==> config.mk <==
export PLATFORM = sky130hd
export DESIGN_NAME = mem_arbiter
export DESIGN_NICKNAME = d
export VERILOG_FILES = /design/src/rtl/mem_arbiter.sv
export SDC_FILE = /design/constraint.sdc
export NUM_CORES = 1
export LEC_CHECK = 0
export BUFFER_PORTS_ARGS = -buffer_cell sky130_fd_sc_hd__buf_2
export CAP_MARGIN = 20
export CORE_UTILIZATION = 45
export CTS_CLUSTER_SIZE = 12
export DETAILED_ROUTE_END_ITERATION = 6
export PLACE_DENSITY_LB_ADDON = 0.12
export SYNTH_ARGS = -nofsm -noshare
export SYNTH_HDL_FRONTEND = slang
export SYNTH_SLANG_ARGS = --single-unit
export TNS_END_PERCENT = 30
==> constraint.sdc <==
create_clock -name clk_in -period 20.3 [get_ports clk_in]
set_input_delay 3.045 -clock clk_in [delete_from_list [all_inputs] [get_ports clk_in]]
set_output_delay 3.045 -clock clk_in [all_outputs]
set_load 0.03 [all_outputs]
==> src/rtl/mem_arbiter.sv <==
// mem_arbiter: shares the byte-wide RAM port between instruction fetch and the load/store buffer.
// Reads assemble little-endian words (done n+2 cycles after grant); writes serialise (done n+1) and stall on a full UART.
module mem_arbiter #(
  parameter int ADDR_WIDTH = 32
) (
  input  logic                  clk_in,
  input  logic                  rst_in,
  input  logic                  rdy_in,
  input  logic                  roll_back,
  input  logic                  if_fetch_start,
  input  logic [ADDR_WIDTH-1:0] if_pc,
  output logic                  if_finish,
  output logic [31:0]           if_instr,
  output logic                  is_idle,
  input  logic                  lsb_req,
  input  logic                  lsb_wr,
  input  logic [1:0]            lsb_size,
  input  logic [ADDR_WIDTH-1:0] lsb_addr,
  input  logic [31:0]           lsb_wdata,
  output logic                  lsb_done,
  output logic [31:0]           lsb_rdata,
  input  logic [7:0]            mem_din,
  output logic [7:0]            mem_dout,
  output logic [ADDR_WIDTH-1:0] mem_a,
  output logic                  mem_wr,
  input  logic                  io_buffer_full
);
  typedef enum logic [1:0] {IDLE, READ, WRITE} state_t;
  localparam logic OWN_IF = 1'b0;

  state_t                state_q, state_d;
  logic [2:0]            cnt_q, cnt_d, len_q, len_d, cnt_inc;
  logic [ADDR_WIDTH-1:0] base_q, base_d, mem_a_q, mem_a_d, next_a;
  logic [31:0]           wdata_q, wdata_d, buf_q, buf_d;
  logic [31:0]           if_instr_q, if_instr_d, lsb_rdata_q, lsb_rdata_d;
  logic [7:0]            mem_dout_q, mem_dout_d;
  logic                  owner_q, owner_d, last_grant_q, last_grant_d;
  logic                  wr_q, wr_d, if_finish_q, if_finish_d, lsb_done_q, lsb_done_d;
  logic                  req_if, grant_lsb, grant_if, io_stall;

  function automatic logic [2:0] size_len(input logic [1:0] s);
    case (s)
      2'd0:    size_len = 3'd1;
      2'd1:    size_len = 3'd2;
      default: size_len = 3'd4;
    endcase
  endfunction

  function automatic logic [7:0] byte_sel(input logic [31:0] w, input logic [1:0] i);
    case (i)
      2'd0: byte_sel = w[7:0];
      2'd1: byte_sel = w[15:8];
      2'd2: byte_sel = w[23:16];
      2'd3: byte_sel = w[31:24];
    endcase
  endfunction

  // A flushed fetch never competes; on contention the loser of the previous grant wins.
  assign req_if    = if_fetch_start && !roll_back;
  assign grant_lsb = lsb_req && (!req_if || last_grant_q == OWN_IF);
  assign grant_if  = req_if && !grant_lsb;
  assign io_stall  = (state_q == WRITE) && (base_q[17:16] == 2'b11) && io_buffer_full;
  assign cnt_inc   = cnt_q + 3'd1;
  assign next_a    = base_q + ADDR_WIDTH'(cnt_inc);

  always_ff @(posedge clk_in or posedge rst_in) begin
    if (rst_in) state_q <= IDLE;
    else        state_q <= state_d;
  end

  always_comb begin
    state_d = state_q;
    if (rdy_in) begin
      case (state_q)
        IDLE:    if (grant_lsb)     state_d = lsb_wr ? WRITE : READ;
                 else if (grant_if) state_d = READ;
        READ:    if (roll_back || cnt_q == len_q) state_d = IDLE;
        WRITE:   if (!io_stall && cnt_inc == len_q) state_d = IDLE;
        default: state_d = IDLE;
      endcase
    end
  end

  // In READ, cnt runs one past the last address: byte k arrives while cnt == k+1.
  always_comb begin
    cnt_d        = cnt_q;
    len_d        = len_q;
    base_d       = base_q;
    mem_a_d      = mem_a_q;
    wdata_d      = wdata_q;
    buf_d        = buf_q;
    if_instr_d   = if_instr_q;
    lsb_rdata_d  = lsb_rdata_q;
    mem_dout_d   = mem_dout_q;
    owner_d      = owner_q;
    last_grant_d = last_grant_q;
    wr_d         = wr_q;
    if_finish_d  = if_finish_q;
    lsb_done_d   = lsb_done_q;
    if (rdy_in) begin
      if_finish_d = 1'b0;
      lsb_done_d  = 1'b0;
      case (state_q)
        IDLE: if (grant_lsb || grant_if) begin
          cnt_d        = 3'd0;
          buf_d        = 32'd0;
          owner_d      = grant_lsb;
          last_grant_d = grant_lsb;
          base_d       = grant_lsb ? lsb_addr : if_pc;
          mem_a_d      = grant_lsb ? lsb_addr : if_pc;
          len_d        = grant_lsb ? size_len(lsb_size) : 3'd4;
          if (grant_lsb && lsb_wr) begin
            wr_d       = 1'b1;
            wdata_d    = lsb_wdata;
            mem_dout_d = lsb_wdata[7:0];
          end
        end
        READ: if (roll_back) begin
          cnt_d = 3'd0;
        end else begin
          case (cnt_q)
            3'd1:    buf_d[7:0]   = mem_din;
            3'd2:    buf_d[15:8]  = mem_din;
            3'd3:    buf_d[23:16] = mem_din;
            3'd4:    buf_d[31:24] = mem_din;
            default: ;
          endcase
          if (cnt_q == len_q) begin
            cnt_d = 3'd0;
            if (owner_q == OWN_IF) begin
              if_instr_d  = buf_d;
              if_finish_d = 1'b1;
            end else begin
              lsb_rdata_d = buf_d;
              lsb_done_d  = 1'b1;
            end
          end else begin
            cnt_d = cnt_inc;
            if (cnt_inc != len_q) mem_a_d = next_a;
          end
        end
        WRITE: if (!io_stall) begin
          if (cnt_inc == len_q) begin
            cnt_d      = 3'd0;
            wr_d       = 1'b0;
            lsb_done_d = 1'b1;
          end else begin
            cnt_d      = cnt_inc;
            mem_a_d    = next_a;
            mem_dout_d = byte_sel(wdata_q, cnt_inc[1:0]);
          end
        end
        default: ;
      endcase
    end
  end

  always_ff @(posedge clk_in or posedge rst_in) begin
    if (rst_in) begin
      cnt_q <= '0; len_q <= '0; base_q <= '0; mem_a_q <= '0; wdata_q <= '0; buf_q <= '0;
      if_instr_q <= '0; lsb_rdata_q <= '0; mem_dout_q <= '0; owner_q <= OWN_IF;
      last_grant_q <= OWN_IF; wr_q <= 1'b0; if_finish_q <= 1'b0; lsb_done_q <= 1'b0;
    end else begin
      cnt_q <= cnt_d; len_q <= len_d; base_q <= base_d; mem_a_q <= mem_a_d; wdata_q <= wdata_d;
      buf_q <= buf_d; if_instr_q <= if_instr_d; lsb_rdata_q <= lsb_rdata_d; mem_dout_q <= mem_dout_d;
      owner_q <= owner_d; last_grant_q <= last_grant_d; wr_q <= wr_d;
      if_finish_q <= if_finish_d; lsb_done_q <= lsb_done_d;
    end
  end

  assign mem_a     = mem_a_q;
  assign mem_dout  = mem_dout_q;
  assign mem_wr    = wr_q && rdy_in && !io_stall;
  assign if_finish = if_finish_q;
  assign if_instr  = if_instr_q;
  assign lsb_done  = lsb_done_q;
  assign lsb_rdata = lsb_rdata_q;
  assign is_idle   = (state_q == IDLE) && !(rdy_in && (grant_lsb || grant_if));
endmodule
======== Word level (Yosys, flattened, before mapping) ========
Index checks and enable logic that the tools add are counted.
storage, ports and cells
  register bits after elaboration ......... 212
  input port bits ......................... 114
  output and inout bits ................... 108
  word-level logic and storage cells ...... 128
cells by class
  $add $sub $neg .......................... 2
  eq/ne operators ......................... 25
  mux-type cells .......................... 50
  bitwise logic cells ..................... 2
  reductions and logical operators ........ 35
operators with widths
  operator                                                               count
  32-bit two-way mux                                                     9
  32-bit one-hot mux with 3 select lines                                 1
  8-bit two-way mux                                                      8
  32-bit one-hot mux with 2 select lines                                 1
  32-bit by 3-bit adder with 32-bit output                               1
  8-bit one-hot mux with 4 select lines                                  1
  3-bit two-way mux                                                      6
  8-bit one-hot mux with 2 select lines                                  1
  4-bit AND reduction                                                    4
  2-bit != test, second input constant                                   7
  1-bit two-way mux                                                      13
  6-bit AND reduction                                                    2
  1-bit logical AND                                                      11
  2-bit two-way mux                                                      5
  5-bit AND reduction                                                    2
  3-bit one-hot mux with 3 select lines                                  1
  2-bit equality test, second input constant                             4
  8-bit AND reduction                                                    1
  2-bit by 1-bit equality test with 1-bit output, second input constant  3
  3-bit by 2-bit equality test with 1-bit output, second input constant  2
  3-bit equality test                                                    2
  2-bit zero test                                                        3
  2-bit by 1-bit != test with 1-bit output, second input constant        3
  2-bit one-hot mux with 3 select lines                                  1
  13 further kinds                                                       22

======== Longest topological paths before layout ========
  depth after elaboration ................. 11
  depth in mapped cells ................... 11
  gate-level depth less buffers ........... 9

======== Worst setup path before layout ========
OpenSTA, ideal clock, no wires.
  path type ............................... input -> output
  start ................................... in if_fetch_start
  end ..................................... out is_idle
  data arrival time ....................... 4,113 ps
  data required time ...................... 17,255 ps
  path slack .............................. 13,142 ps
  stages .................................. 3
  buffers on the path ..................... 0
  cells stage by stage .................... nor2b_1 -> or2_1 -> a21boi_0
between the ends
  longest elaborated chain between the ends .. 10
RTL lines
  what                   line  text
  start: declaration     10    input logic if_fetch_start,
  1-bit logical AND (*)  59    assign req_if = if_fetch_start && !roll_back;
  1-bit zero test        60    assign grant_lsb = lsb_req && (!req_if || last_grant_q == OWN_IF);
  1-bit logical OR       60
  1-bit logical AND      60
  1-bit zero test        61    assign grant_if = req_if && !grant_lsb;
  1-bit logical AND      61
  1-bit logical OR (*)   178   assign is_idle = (state_q == IDLE) && !(rdy_in && (grant_lsb || grant_if));
  1-bit logical AND (*)  178
  1-bit zero test (*)    178
  1-bit logical AND (*)  178
  end: declaration       14    output logic is_idle,
Mark *: on every way between the ends. The rest lies on a longest branch, timed or not.

======== Final worst setup path ========
Same ends and word-level chain as after synthesis.

==> flow_summary.toml <==
[cts]
cts_tree = "done"
clock_sinks = 212
clockRootBuffer = "clkbuf_16"
insertion_delay_ps = 530
clockBufferDepth = 3
cts_made_buffers = 24
cts_resized = 0
ctsHoldBuffers = 0
clk_pin_slew_ps = 60
cts_setup_buffers = 0
h-tree-depth = 1

[setup_path]
startpoint_type = "input pin"
r2r_slack_ps = 16720
timing.rr.start = "cnt_q[0]"
required_ps = 17260
crit_fanout = 2
r2r_cells = 9
cp.arrival_ps = 3910
r2r-end = "mem_a[31]"
worstSetupPathType = "in -> out"
end_kind = "output pin"

[pwr]
p_seq_share_pct = 35.3
p_switching_w = 0.000873
swShare_pct = 41.3
internal_power_w = 0.00124
combPwrFrac_pct = 44.4
irDropWorstVdd_uv = 77.7
clockPowerShare_pct = 20.3
leakagePower_nw = 6.01
finalPower_w = 0.00211
powerDensity_nw_per_um2 = 166

[floorplan]
dieArea_sq_um = 24300
die_x_um = 156
ios = 222
initial_core_util_pct = 46.4
row_count = 55
die_h_um = 156
core_area_sq_um = 22900

[synth]
ys_types = 68
synth_xor_area_share_pct = 1.23
synth_compound_area_share_pct = 16.3
synth-simple-area-share_pct = 9.92
synth.area.mux_share_pct = 16.3
synth_nets = 1100
synth_edf_count = 0
synth_top_family_by_area = "multiplexers"
syn-cell-area_sq_um = 10600
synthFlopType = "dfrtp_1"
synth-adder-area-share_pct = 1.60
async_flop_share_pct = 100
syn_avg_cell_area_sq_um = 10.9
synthCells = 973
ys_seq_area_share_pct = 49.9
synth-seq-cells = 212
synth_warnings = 0

[flow_run]
maxCapViolCount = 0

[grt]
overflow = 0
antenna_found_initial = 4
grt_max_degree = 138
grt_pass1_vias = 7794
grt_pass1_wl_mm = 42.6
grt_use_total_pct = 22.1

[sta]
fin_crit_ps = 6960
finalSetupViolCount = 0
fmax_mhz = 144
timing_hold_violations_final = 0
drv_slew = 0
worst_pin_slew_ps = 1000
rsz0062_at_grt = "no"
fin_setup_tns_ps = 0
slew_headroom_pct = 33.3
finClkSkew_ps = 18.4
post-route-period-util_pct = 34.3

[detailed_routing]
via_count = 8039
routedWlPerCell_um = 17.7
drtIter0Drc = 442
drc = 0
via_per_inst = 5.40
dr.pass1.iters = 5
ant_nets = 0
wl_mm = 26.4

[placement]
port_buffers = 221
gp_congestion = 0.794
hpwl_mm = 17.9

[final_layout]
nNetsFinal = 1284
fillers = 2072
drive_gt1_share_pct = 29.0
area_growth_syn_to_layout_pct = 19.5

[worst_hold_path]
min_to = "lsb_rdata[18]"
hold_depth = 2
hold_path.class = "reg -> reg"
hp-start = "lsb_rdata[18]"

[run_status]
status = "complete, no violations"
==> cell type report <==
class | instances | area, sq um | area share (%)
Antenna cell | 3 | 7.51 | 0.0591
Clock buffer | 36 | 716 | 5.63
Clock inverter | 7 | 73.8 | 0.581
Inverter | 49 | 191 | 1.51
Multi-Input combinational cell | 641 | 4840 | 38.1
Sequential cell | 212 | 5310 | 41.7
Tap cell | 313 | 392 | 3.08
Timing Repair Buffer | 229 | 1190 | 9.33
==> sequential cells by signal, summed over array words and instances (netlist names), 2 cells and up <==
name	count
len_q	3
mem_dout	8
mem_a	32
if_instr	32
lsb_rdata	32
cnt_q	3
state_q	2
wdata_q	32
base_q	32
buf_q	32
==> cells in the final DEF (no fill, tap or decap), types with 14 or more instances in the layout <==
cell type,instances
buf_2,221
dfrtp_1,212
mux2i_1,103
nand2_1,89
o21ai_0,76
a22o_1,53
inv_1,48
mux2_2,36
clkbuf_16,24
a21oi_1,23
nor3_1,16
nor2_1,14
==> how the worst max path moves through the flow <==
| stage | startpoint | to | slack [ps] | depth (start not counted) |
|---|---|---|---|---|
| floorplan | rst_in | base_q[0] | 11460 | 1 |
| global placement | if_fetch_start | is_idle | 13330 | 5 |
| detailed placement | if_fetch_start | is_idle | 13330 | 5 |
| CTS | if_fetch_start | is_idle | 13320 | 5 |
| global route | if_fetch_start | is_idle | 13280 | 5 |
| finish | if_fetch_start | is_idle | 13340 | 5 |
==> power groups by stage <==
stage               Combinational (W)  Clock [W]  Sequential [W]
finish                       0.000937   0.000429        0.000746
global route                  0.00103   0.000458        0.000772
CTS                          0.000949   0.000441        0.000745
detailed placement           0.000945          0        0.000751
global placement             0.000930          0        0.000746
floorplan                    0.000553          0        0.000893
==> metal layers <==
| layer | wire length, um | GRT usage (%) | share of wire (%) | up-vias |
|---|---|---|---|---|
| met5 | 13 | 0 | 0.049 | - |
| met2 | 11900 | 34.3 | 45 | 184 |
| met4 | 376 | 3.92 | 1.4 | 2 |
| met3 | 1340 | 3.97 | 5.1 | 31 |
| li1 | - | - | - | 3897 |
| met1 | 12700 | 32.5 | 48 | 3925 |
==> stage by stage <==
stage,worst slack (ps),cell area [sq um],hold slack (ps),util (%),instances
final,13340,12700,468,55.5,1490
after global routing,13280,12700,496,55.4,1487
after CTS,13320,12700,478,55.3,1486
after detailed placement,13330,11900,465,51.9,1443
after global placement,13330,11900,456,51.9,1443
after floorplan,11460,10600,454,-,973
==> synthesized netlist by cell type (3+ instances only) <==
cell / number / share of area [%]
o31a_1: 6 / 0.49
o2bb2ai_1: 6 / 0.49
xor2_1: 7 / 0.58
and2_1: 9 / 0.53
mux2_1: 13 / 1.4
buf_6: 3 / 0.32
a31oi_1: 4 / 0.24
o21ai_0: 76 / 3.6
xnor2_1: 8 / 0.66
nand4_1: 9 / 0.53
mux2_4: 10 / 1.4
clkbuf_1: 39 / 1.4
nor4_1: 6 / 0.35
and3_1: 7 / 0.41
or3_1: 4 / 0.24
dfrtp_1: 212 / 50
a211oi_1: 5 / 0.35
nand2_1: 89 / 3.1
o211ai_1: 3 / 0.21
a22o_1: 53 / 4.4
a32o_1: 3 / 0.28
inv_1: 49 / 1.7
mux2_2: 36 / 3.8
buf_4: 3 / 0.21
o21ai_1: 13 / 0.61
and4_1: 9 / 0.74
o31ai_1: 6 / 0.42
nor2_1: 16 / 0.56
a211o_1: 5 / 0.41
buf_1: 12 / 0.42
nand3_1: 13 / 0.61
a31o_2: 9 / 0.74
o31ai_2: 4 / 0.47
nand2b_1: 6 / 0.35
nor2b_1: 12 / 0.71
a222oi_1: 8 / 0.75
buf_2: 12 / 0.56
ha_1: 12 / 1.4
a21oi_1: 23 / 1.1
o22ai_1: 4 / 0.24
mux2i_1: 103 / 9.7
nor3_1: 16 / 0.75
==> worst max-delay path, cell delays in order <==
cell and delay [ps]:
buf_2 100, nor2b_1 130, or2_1 230, a21boi_0 160, buf_2 240
==> cells by family (layout without fill, tap and decap cells) <==
| kind of cell | after synthesis | after routing |
|---|---|---|
| AOI/OAI and AO/OA | 245 | 245 |
| xor gates and xnor gates | 15 | 15 |
| DFF | 212 | 212 |
| and+or+nand+nor | 206 | 206 |
| adders and majority gates | 13 | 13 |
| other | 0 | 3 |
| buffers and inverters | 120 | 321 |
| muxes | 162 | 162 |
No activity file was read; power rests on OpenSTA's default activity.
